## src/rtl/song_sequencer.sv

```systemverilog
// ---------------------------------------------------------------------------
// song_sequencer
//
// Steps through the notes of the selected song for the music player. For
// each note it addresses the song ROM, captures the {note, duration} word,
// presents it with a one-cycle new_note pulse, and then waits for the note
// player to report note_done before moving on. When the last note of the
// song completes, it sends a one-cycle song_done pulse back to the mcu. It
// then parks until restart or reset.
//
// Optional feature (compile-time macro SONG_END_MARKER_EN):
//   defined   - a ROM word with a zero duration field marks the end of the
//               song. That word is not issued, and the song finishes early.
//   undefined - a zero-duration word is issued as an ordinary note, and
//               every song runs all 2**IDX_W notes.
//
// Ports:
//   clk        in   system clock
//   reset      in   asynchronous, active-high reset
//   play       in   1 = allowed to fetch and issue the next note
//   song       in   selected song (upper ROM address bits)
//   restart    in   synchronous clear from the mcu (reset_player)
//   note_done  in   1-cycle pulse: current note finished playing
//   rom_addr   out  {song, idx}, combinational
//   rom_data   in   {note, duration}; registered ROM, valid 1 cycle after addr
//   new_note   out  1-cycle pulse; note/duration are valid
//   note       out  registered note code
//   duration   out  registered note duration
//   song_done  out  1-cycle pulse after the last note completes
// ---------------------------------------------------------------------------
module song_sequencer #(
   parameter int NOTE_W = 6,
   parameter int DUR_W  = 6,
   parameter int IDX_W  = 5,
   parameter int SONG_W = 2
) (
   input  logic                      clk,
   input  logic                      reset,
   input  logic                      play,
   input  logic [SONG_W-1:0]         song,
   input  logic                      restart,
   input  logic                      note_done,
   output logic [SONG_W+IDX_W-1:0]   rom_addr,
   input  logic [NOTE_W+DUR_W-1:0]   rom_data,
   output logic                      new_note,
   output logic [NOTE_W-1:0]         note,
   output logic [DUR_W-1:0]          duration,
   output logic                      song_done
);

   typedef enum logic [2:0] {
      ST_IDLE,
      ST_FETCH,
      ST_WAIT_ROM,
      ST_EMIT,
      ST_WAIT_DONE,
      ST_DONE,
      ST_END
   } state_t;

   localparam logic [IDX_W-1:0] LAST_IDX = '1;

   state_t            state;
   logic [IDX_W-1:0]  idx;

   // Fields of the ROM word as it arrives during WAIT_ROM.
   logic [NOTE_W-1:0] rom_note;
   logic [DUR_W-1:0]  rom_dur;
   logic              end_marker;

   assign rom_note = rom_data[NOTE_W+DUR_W-1:DUR_W];
   assign rom_dur  = rom_data[DUR_W-1:0];

`ifdef SONG_END_MARKER_EN
   assign end_marker = (rom_dur == '0);
`else
   assign end_marker = 1'b0;
`endif

   // The ROM is addressed straight from the live song select. A song change
   // mid-song therefore moves the address without touching idx. The mcu is
   // expected to issue restart along with any song change.
   assign rom_addr = {song, idx};

   // NOTE: all sequential state uses non-blocking assignments, so every
   // register in this block samples the pre-edge values of the others.
   always_ff @(posedge clk or posedge reset) begin
      if (reset) begin
         state     <= ST_IDLE;
         idx       <= '0;
         note      <= '0;
         duration  <= '0;
         new_note  <= 1'b0;
         song_done <= 1'b0;
      end else if (restart) begin
         // restart wins over everything, including a coincident note_done.
         state     <= ST_IDLE;
         idx       <= '0;
         note      <= '0;
         duration  <= '0;
         new_note  <= 1'b0;
         song_done <= 1'b0;
      end else begin
         // The pulse outputs default low. They are raised only on the edge
         // that enters EMIT or DONE, so each one lasts exactly one cycle.
         new_note  <= 1'b0;
         song_done <= 1'b0;

         case (state)
            ST_IDLE: begin
               if (play) state <= ST_FETCH;
            end

            // The address is presented during this cycle. The registered ROM
            // returns the word during WAIT_ROM.
            ST_FETCH: begin
               state <= ST_WAIT_ROM;
            end

            ST_WAIT_ROM: begin
               if (end_marker) begin
                  // The marker word is not issued. note/duration keep the
                  // previous note's value.
                  state     <= ST_DONE;
                  song_done <= 1'b1;
               end else begin
                  note     <= rom_note;
                  duration <= rom_dur;
                  new_note <= 1'b1;
                  state    <= ST_EMIT;
               end
            end

            ST_EMIT: begin
               state <= ST_WAIT_DONE;
            end

            // play only gates the fetch of the next note. A note that is
            // already playing always runs to note_done.
            ST_WAIT_DONE: begin
               if (note_done) begin
                  if (idx == LAST_IDX) begin
                     // idx never wraps. It stays on the last note.
                     state     <= ST_DONE;
                     song_done <= 1'b1;
                  end else begin
                     idx   <= idx + 1'b1;
                     state <= play ? ST_FETCH : ST_IDLE;
                  end
               end
            end

            ST_DONE: begin
               state <= ST_END;
            end

            // Parked until restart or reset. song_done is not repeated.
            ST_END: begin
               state <= ST_END;
            end

            default: begin
               state <= ST_IDLE;
            end
         endcase
      end
   end

endmodule

```

## config.mk

```make
export PLATFORM = sky130hd
export DESIGN_NAME = song_sequencer
export DESIGN_NICKNAME = d
export VERILOG_FILES = /design/src/rtl/song_sequencer.sv
export SDC_FILE = /design/constraint.sdc
export NUM_CORES = 1
export LEC_CHECK = 0
export CAP_MARGIN = 20
export CORE_MARGIN = 8
export CORE_UTILIZATION = 43
export DETAILED_ROUTE_END_ITERATION = 8
export GPL_TIMING_DRIVEN = 0
export PLACE_DENSITY = 0.85
export SLEW_MARGIN = 25
export SYNTH_ARGS = -nofsm -noshare
export SYNTH_HDL_FRONTEND = slang
export SYNTH_SLANG_ARGS = --single-unit
export TNS_END_PERCENT = 10
```

## constraint.sdc

```tcl
create_clock -name clk -period 2 [get_ports clk]
set_input_delay 0.2 -clock clk [delete_from_list [all_inputs] [get_ports clk]]
set_output_delay 0.2 -clock clk [all_outputs]
set_load 0.005 [all_outputs]
```

== Word-level counts from Yosys, hierarchy flattened ==
Cells that the tools add are included.
W data, S select, Z words.

* Register bits after elaboration: 22
* Bits of input ports: 19
* Output and inout port bits: 21
* Word-level logic and storage cells: 44

* $add $sub $neg: 1
* Equal/unequal tests: 10
* Mux-type cells: 20
* Reduce and logical (&&, ||, !) cells: 7

{| class="wikitable"
|+ Operator list
! operator !! count
|-
| $mux W6 || 4
|-
| $mux W5 || 4
|-
| $pmux W3 S6 || 1
|-
| $mux W3 || 4
|-
| $eq A3 B3 Y1 const B || 3
|-
| $mux W1 || 7
|-
| $eq A3 B2 Y1 const B || 2
|-
| $ne A3 B3 Y1 const B || 2
|-
| $reduce_bool A2 Y1 || 3
|-
| $add A5 B1 Y5 const B || 1
|-
| $eq A5 B5 Y1 const B || 1
|-
| $eq A3 B1 Y1 const B || 1
|-
| $logic_not A3 Y1 || 1
|-
| $reduce_and A3 Y1 || 1
|-
| $ne A2 B2 Y1 const B || 1
|-
| $reduce_and A2 Y1 || 1
|-
| $reduce_or A2 Y1 || 1
|}

== Longest topological paths before layout ==
* Word-level depth: 5
* Depth in mapped cells: 6

== Worst setup path after synthesis ==
OpenSTA, ideal clock, no wires.

* Kind: register -> register
* Start: reg idx[0]
* End: reg idx[3]
* Library setup time: 0.078 ns
* Arrival time: 1.706 ns
* Data required time: 1.922 ns
* Path slack: 0.216 ns
* Cell stages (with the launch flop): 7
* Buffers on the path: 0
* Path through: dfrtp_1 > ha_1 > and3_1 > ha_1 > nand4b_4 > or3_1 > a21oi_1

* Word-level cells in the longest chain between the ends: 5

{| class="wikitable"
|+ RTL lines
! element !! line !! text
|-
| start, declared || 64 || <nowiki>logic [IDX_W-1:0] idx;</nowiki>
|-
| start signal, assigned || 147 || <nowiki>idx <= idx + 1'b1;</nowiki>
|-
| $add A5 B1 Y5 || 147 ||
|-
| $mux W5 || 142 || <nowiki>if (idx == LAST_IDX) begin</nowiki>
|-
| $mux W5 || 141 || <nowiki>if (note_done) begin</nowiki>
|-
| $mux W5 || 109 || <nowiki>case (state)</nowiki>
|-
| $mux W5 || 95 || <nowiki>end else if (restart) begin</nowiki>
|}

Several ways; a longest one is shown, not always the timed one. The select of a mux whose other input is x is not followed.
A chain may end at the register's enable or synchronous reset.

== Final worst setup path ==
* Start: reg idx[1]
* End: reg idx[3]

The elaborated chain is that of the path after synthesis.

==> metrics.sh <==
LAYOUT-DRIVE-GT1-SHARE=0.108
CTS_MAX_PATH_BUFFERS=2
CORE_UM2=2430
FINAL.SETUP_SKEW_NS=0.00171
SETUP.WORST_PATH.CLASS='reg2reg'
DRT_DRC_VIOLATIONS_LEFT=0
ANTENNA_VIOLATIONS_BEFORE_REPAIR=0
PLACED_INSTANCES=179
CRITPATHTOPFAMILY='simple AND/OR/NAND/NOR gates'
FLOORPLAN.INITIALDENSITY=0.447
MINIMUM_SETUP_SLACK_AMONG_REG_TO_REG_PATHS_NS=0.12
FLOW.AREA_GROWTH_FROM_SYNTHESIS_PCT=45.2
TIMING.CRITICAL_PATH.DEPTH=6
PATH_CELLS='ha_1 -> and3_1 -> ha_1 -> nand4b_4 -> or3_1 -> a21oi_1'
PLACE.PORT_BUFFERS=37
ROUTED_WL_UM=2730
DIE_HEIGHT_UM=66.3
WORST_R2R_STARTPOINT='idx[1]'
TOP_LEVEL_PORTS=40
CAP_VIOLATIONS=0
POST_DRT_WL_PER_CELL_UM=14.6
FINAL_COMMON_CELL='clkdlybuf4s50_1'
CP-ENDPOINT='idx[3]'
CPPEAKSTAGEDELAY_NS=0.43
POSTROUTEANTENNANETS=0
GRT_SETUP_UNREPAIRED='false'
CTS.SINK_COUNT=22
WORST-PATH-BUF-INV=0
FIN_TNS_SETUP_NS=0
HOLD_PATH.CLASS='in2async'
MOSTFREQUENTLAYOUTCELLS='clkdlybuf4s50_1 (37), nand2_1 (25), dfrtp_1 (22)'
SYNTH.YOSYS.SEQ_AREA_SHARE=0.507
GRT_PASS1_WL_UM=4350
H-TREE-DEPTH=1
SYNTH.DISTINCT_CELLS=28
SYN-MEAN-INSTANCE-AREA_UM2=9.70
MAXSLEWVIOLCOUNT=0
CRIT_PATH_END_KIND='register'
POST_LAYOUT_NONFILLER_INSTANCES=187
DIE-AREA_UM2=4390
CTS_TREE='yes'
SETUP-VIOLATIONS-FINAL=0
POWER-PER-CELL-AREA_nW_PER_UM2=873
MAXCLOCKFREQUENCY_MHz=533
ROOT_BUFFER='clkbuf_4'
CRITICAL-PATH-SLOWEST-CELL='dfrtp_1'
POST_SYNTH_INST_COUNT=112
DETAIL_ROUTE.FIRST_PASS.ITERATIONS=4
VIAS=980
CP-START-KIND='register'
FINAL_PERIOD_MINUS_WORST_SETUP_SLACK_NS=1.88
YS_WARN_COUNT=0
WORST_R2R_ENDPOINT='idx[3]'
CRITPATHMAXFANOUT=7
POST-DP-HPWL_UM=2080
LAUNCHING_ELEMENT_OF_THE_WORST_SETUP_PATH='idx[1]'
GLOBALROUTE.TOTALOVERFLOW=0
CLOCK_LATENCY_NS=0.31
VIA_PER_INST=5.24
POWER.IR.VDD_WORST_mV=0.472
DRT_FIRST_ITER_VIOLATIONS=24
GROUTE.USAGE.OVERALL=0.123
REG2REG_DEPTH=6
PLACE.GP.CONGESTION=0.773
POST_SYNTH_INSTANCE_AREA_UM2=1090
PLACEMENT_ROWS=18
WORST_ENDPOINT_DATA_ARRIVAL_TIME_NS=2.12
TIMING.FINAL.HOLD_VIOLATIONS=0
SYN_NETS=137
LAYOUT.NETS=183
YS_FF_LATCH=22
GRT_PASS1_VIAS=978
STATUS='finished, final reports clean'
TOTAL_LEAKAGE_POWER_uW=0.000722
FIN_TOTAL_PWR_uW=1380
NUMCTSBUFFERS=3
FINAL_MIN_PERIOD_OVER_CLOCK_PERIOD=0.939
LARGEST_NET_DEGREE_AT_THE_START_OF_GLOBAL_ROUTING=23
WORST_PIN_SLEW_NS=0.802
CRITICAL_PATH.MOST_COMMON_CELL='ha_1'
CLK_PIN_SLEW_NS=0.12
CTS_HOLD_BUFFERS=0
WHS_NS=0.338
CRITICAL_PATH_REQUIRED_NS=2.24
FLOORPLAN.DIE.WIDTH_UM=66.3
TIMING.SLEW.HEADROOM=0.465
ANTENNA-DIODE-COUNT=0
## layout make-up
type / instances / area (um^2)
Clock inverter: 1 / 30.0
Inverter: 5 / 18.8
Fill cell: 192 / 856
Clock buffer: 3 / 22.5
Sequential cell: 22 / 551
Buffer: 7 / 43.8
Timing Repair Buffer: 41 / 400
Tap cell: 30 / 37.5
Multi-Input combinational cell: 78 / 473
## repair_timing
item	in CTS	in global routing
endpoints found under the setup margin	0	2
buffers inserted	0	4
gates resized for setup	0	0
## cell families (layout without fill, tap and decap cells)
logic type | count (synthesis) | count (layout) | share of synthesized area
fa+ha+maj | 6 | 6 | 0.0691
buf+inv | 12 | 57 | 0.0576
mux | 3 | 3 | 0.0323
xor+xnor | 1 | 1 | 0.00807
flops | 22 | 22 | 0.507
compound gates | 24 | 24 | 0.128
simple gates | 44 | 44 | 0.198
## worst min path at each step
stage / start / to / slack [ns] / cells past startpoint
3_3_place_gp: duration[1] / duration[1] / 0.51 / 2
2_1_floorplan: reset / duration[0] / 0.19 / 1
6_report: reset / state[2] / 0.34 / 2
3_5_place_dp: note[0] / note[0] / 0.52 / 2
4_1_cts: reset / song_done / 0.36 / 2
5_1_grt: rom_data[6] / note[0] / 0.43 / 3
## cell usage after synthesis
master / n / area [um^2]
dfrtp_1: 22 / 551
mux2_4: 1 / 15.0
buf_2: 2 / 10.0
o21ai_0: 4 / 20.0
xor2_1: 1 / 8.76
or3_1: 3 / 18.8
a21bo_2: 1 / 10.0
nor2b_1: 1 / 6.26
nand3b_1: 1 / 7.51
a311oi_1: 1 / 8.76
and3_1: 1 / 6.26
o221a_2: 1 / 11.3
nand2b_1: 1 / 6.26
clkbuf_1: 2 / 7.51
nor3_1: 2 / 10.0
o32ai_1: 1 / 8.76
a21oi_1: 16 / 80.1
buf_6: 1 / 11.3
ha_1: 6 / 75.1
nand2_1: 25 / 93.8
buf_4: 2 / 15.0
inv_1: 5 / 18.8
nand3_1: 1 / 5.00
nand4b_4: 1 / 23.8
and2b_1: 1 / 7.51
nor2_1: 6 / 22.5
or2b_1: 1 / 7.51
mux2i_1: 2 / 20.0
## power breakdown
group	internal, uW	switching, uW	total [uW]
sequential	509	41.9	551
combinational	240	251	490
clock	203	133	335
total	951	425	1380
## routing by layer
| metal | track usage | vias to the layer above | wire (um) |
|---|---|---|---|
| li1 | - | 462 | - |
| met1 | 0.131 | 475 | 1030 |
| met2 | 0.216 | 38 | 1390 |
| met3 | 0.0322 | 5 | 258 |
| met4 | 0.0667 | 0 | 52 |
| met5 | 0 | - | 0 |
## flip-flops by register name, summed over array words and instances, names as in the netlist
signal	count
idx	5
state	3
song_done	1
new_note	1
note	6
duration	6
## metrics by stage
| stage | utilization | area (um^2) | worst slack, ns |
|---|---|---|---|
| after floorplan | - | 1090 | 0.216 |
| after global placement | 0.614 | 1490 | 0.149 |
| after detailed placement | 0.614 | 1490 | 0.0751 |
| after CTS | 0.636 | 1550 | 0.0613 |
| after global routing | 0.648 | 1580 | 0.000869 |
| final | 0.648 | 1580 | 0.122 |
Note: power is estimated with default switching activity, not from simulation.
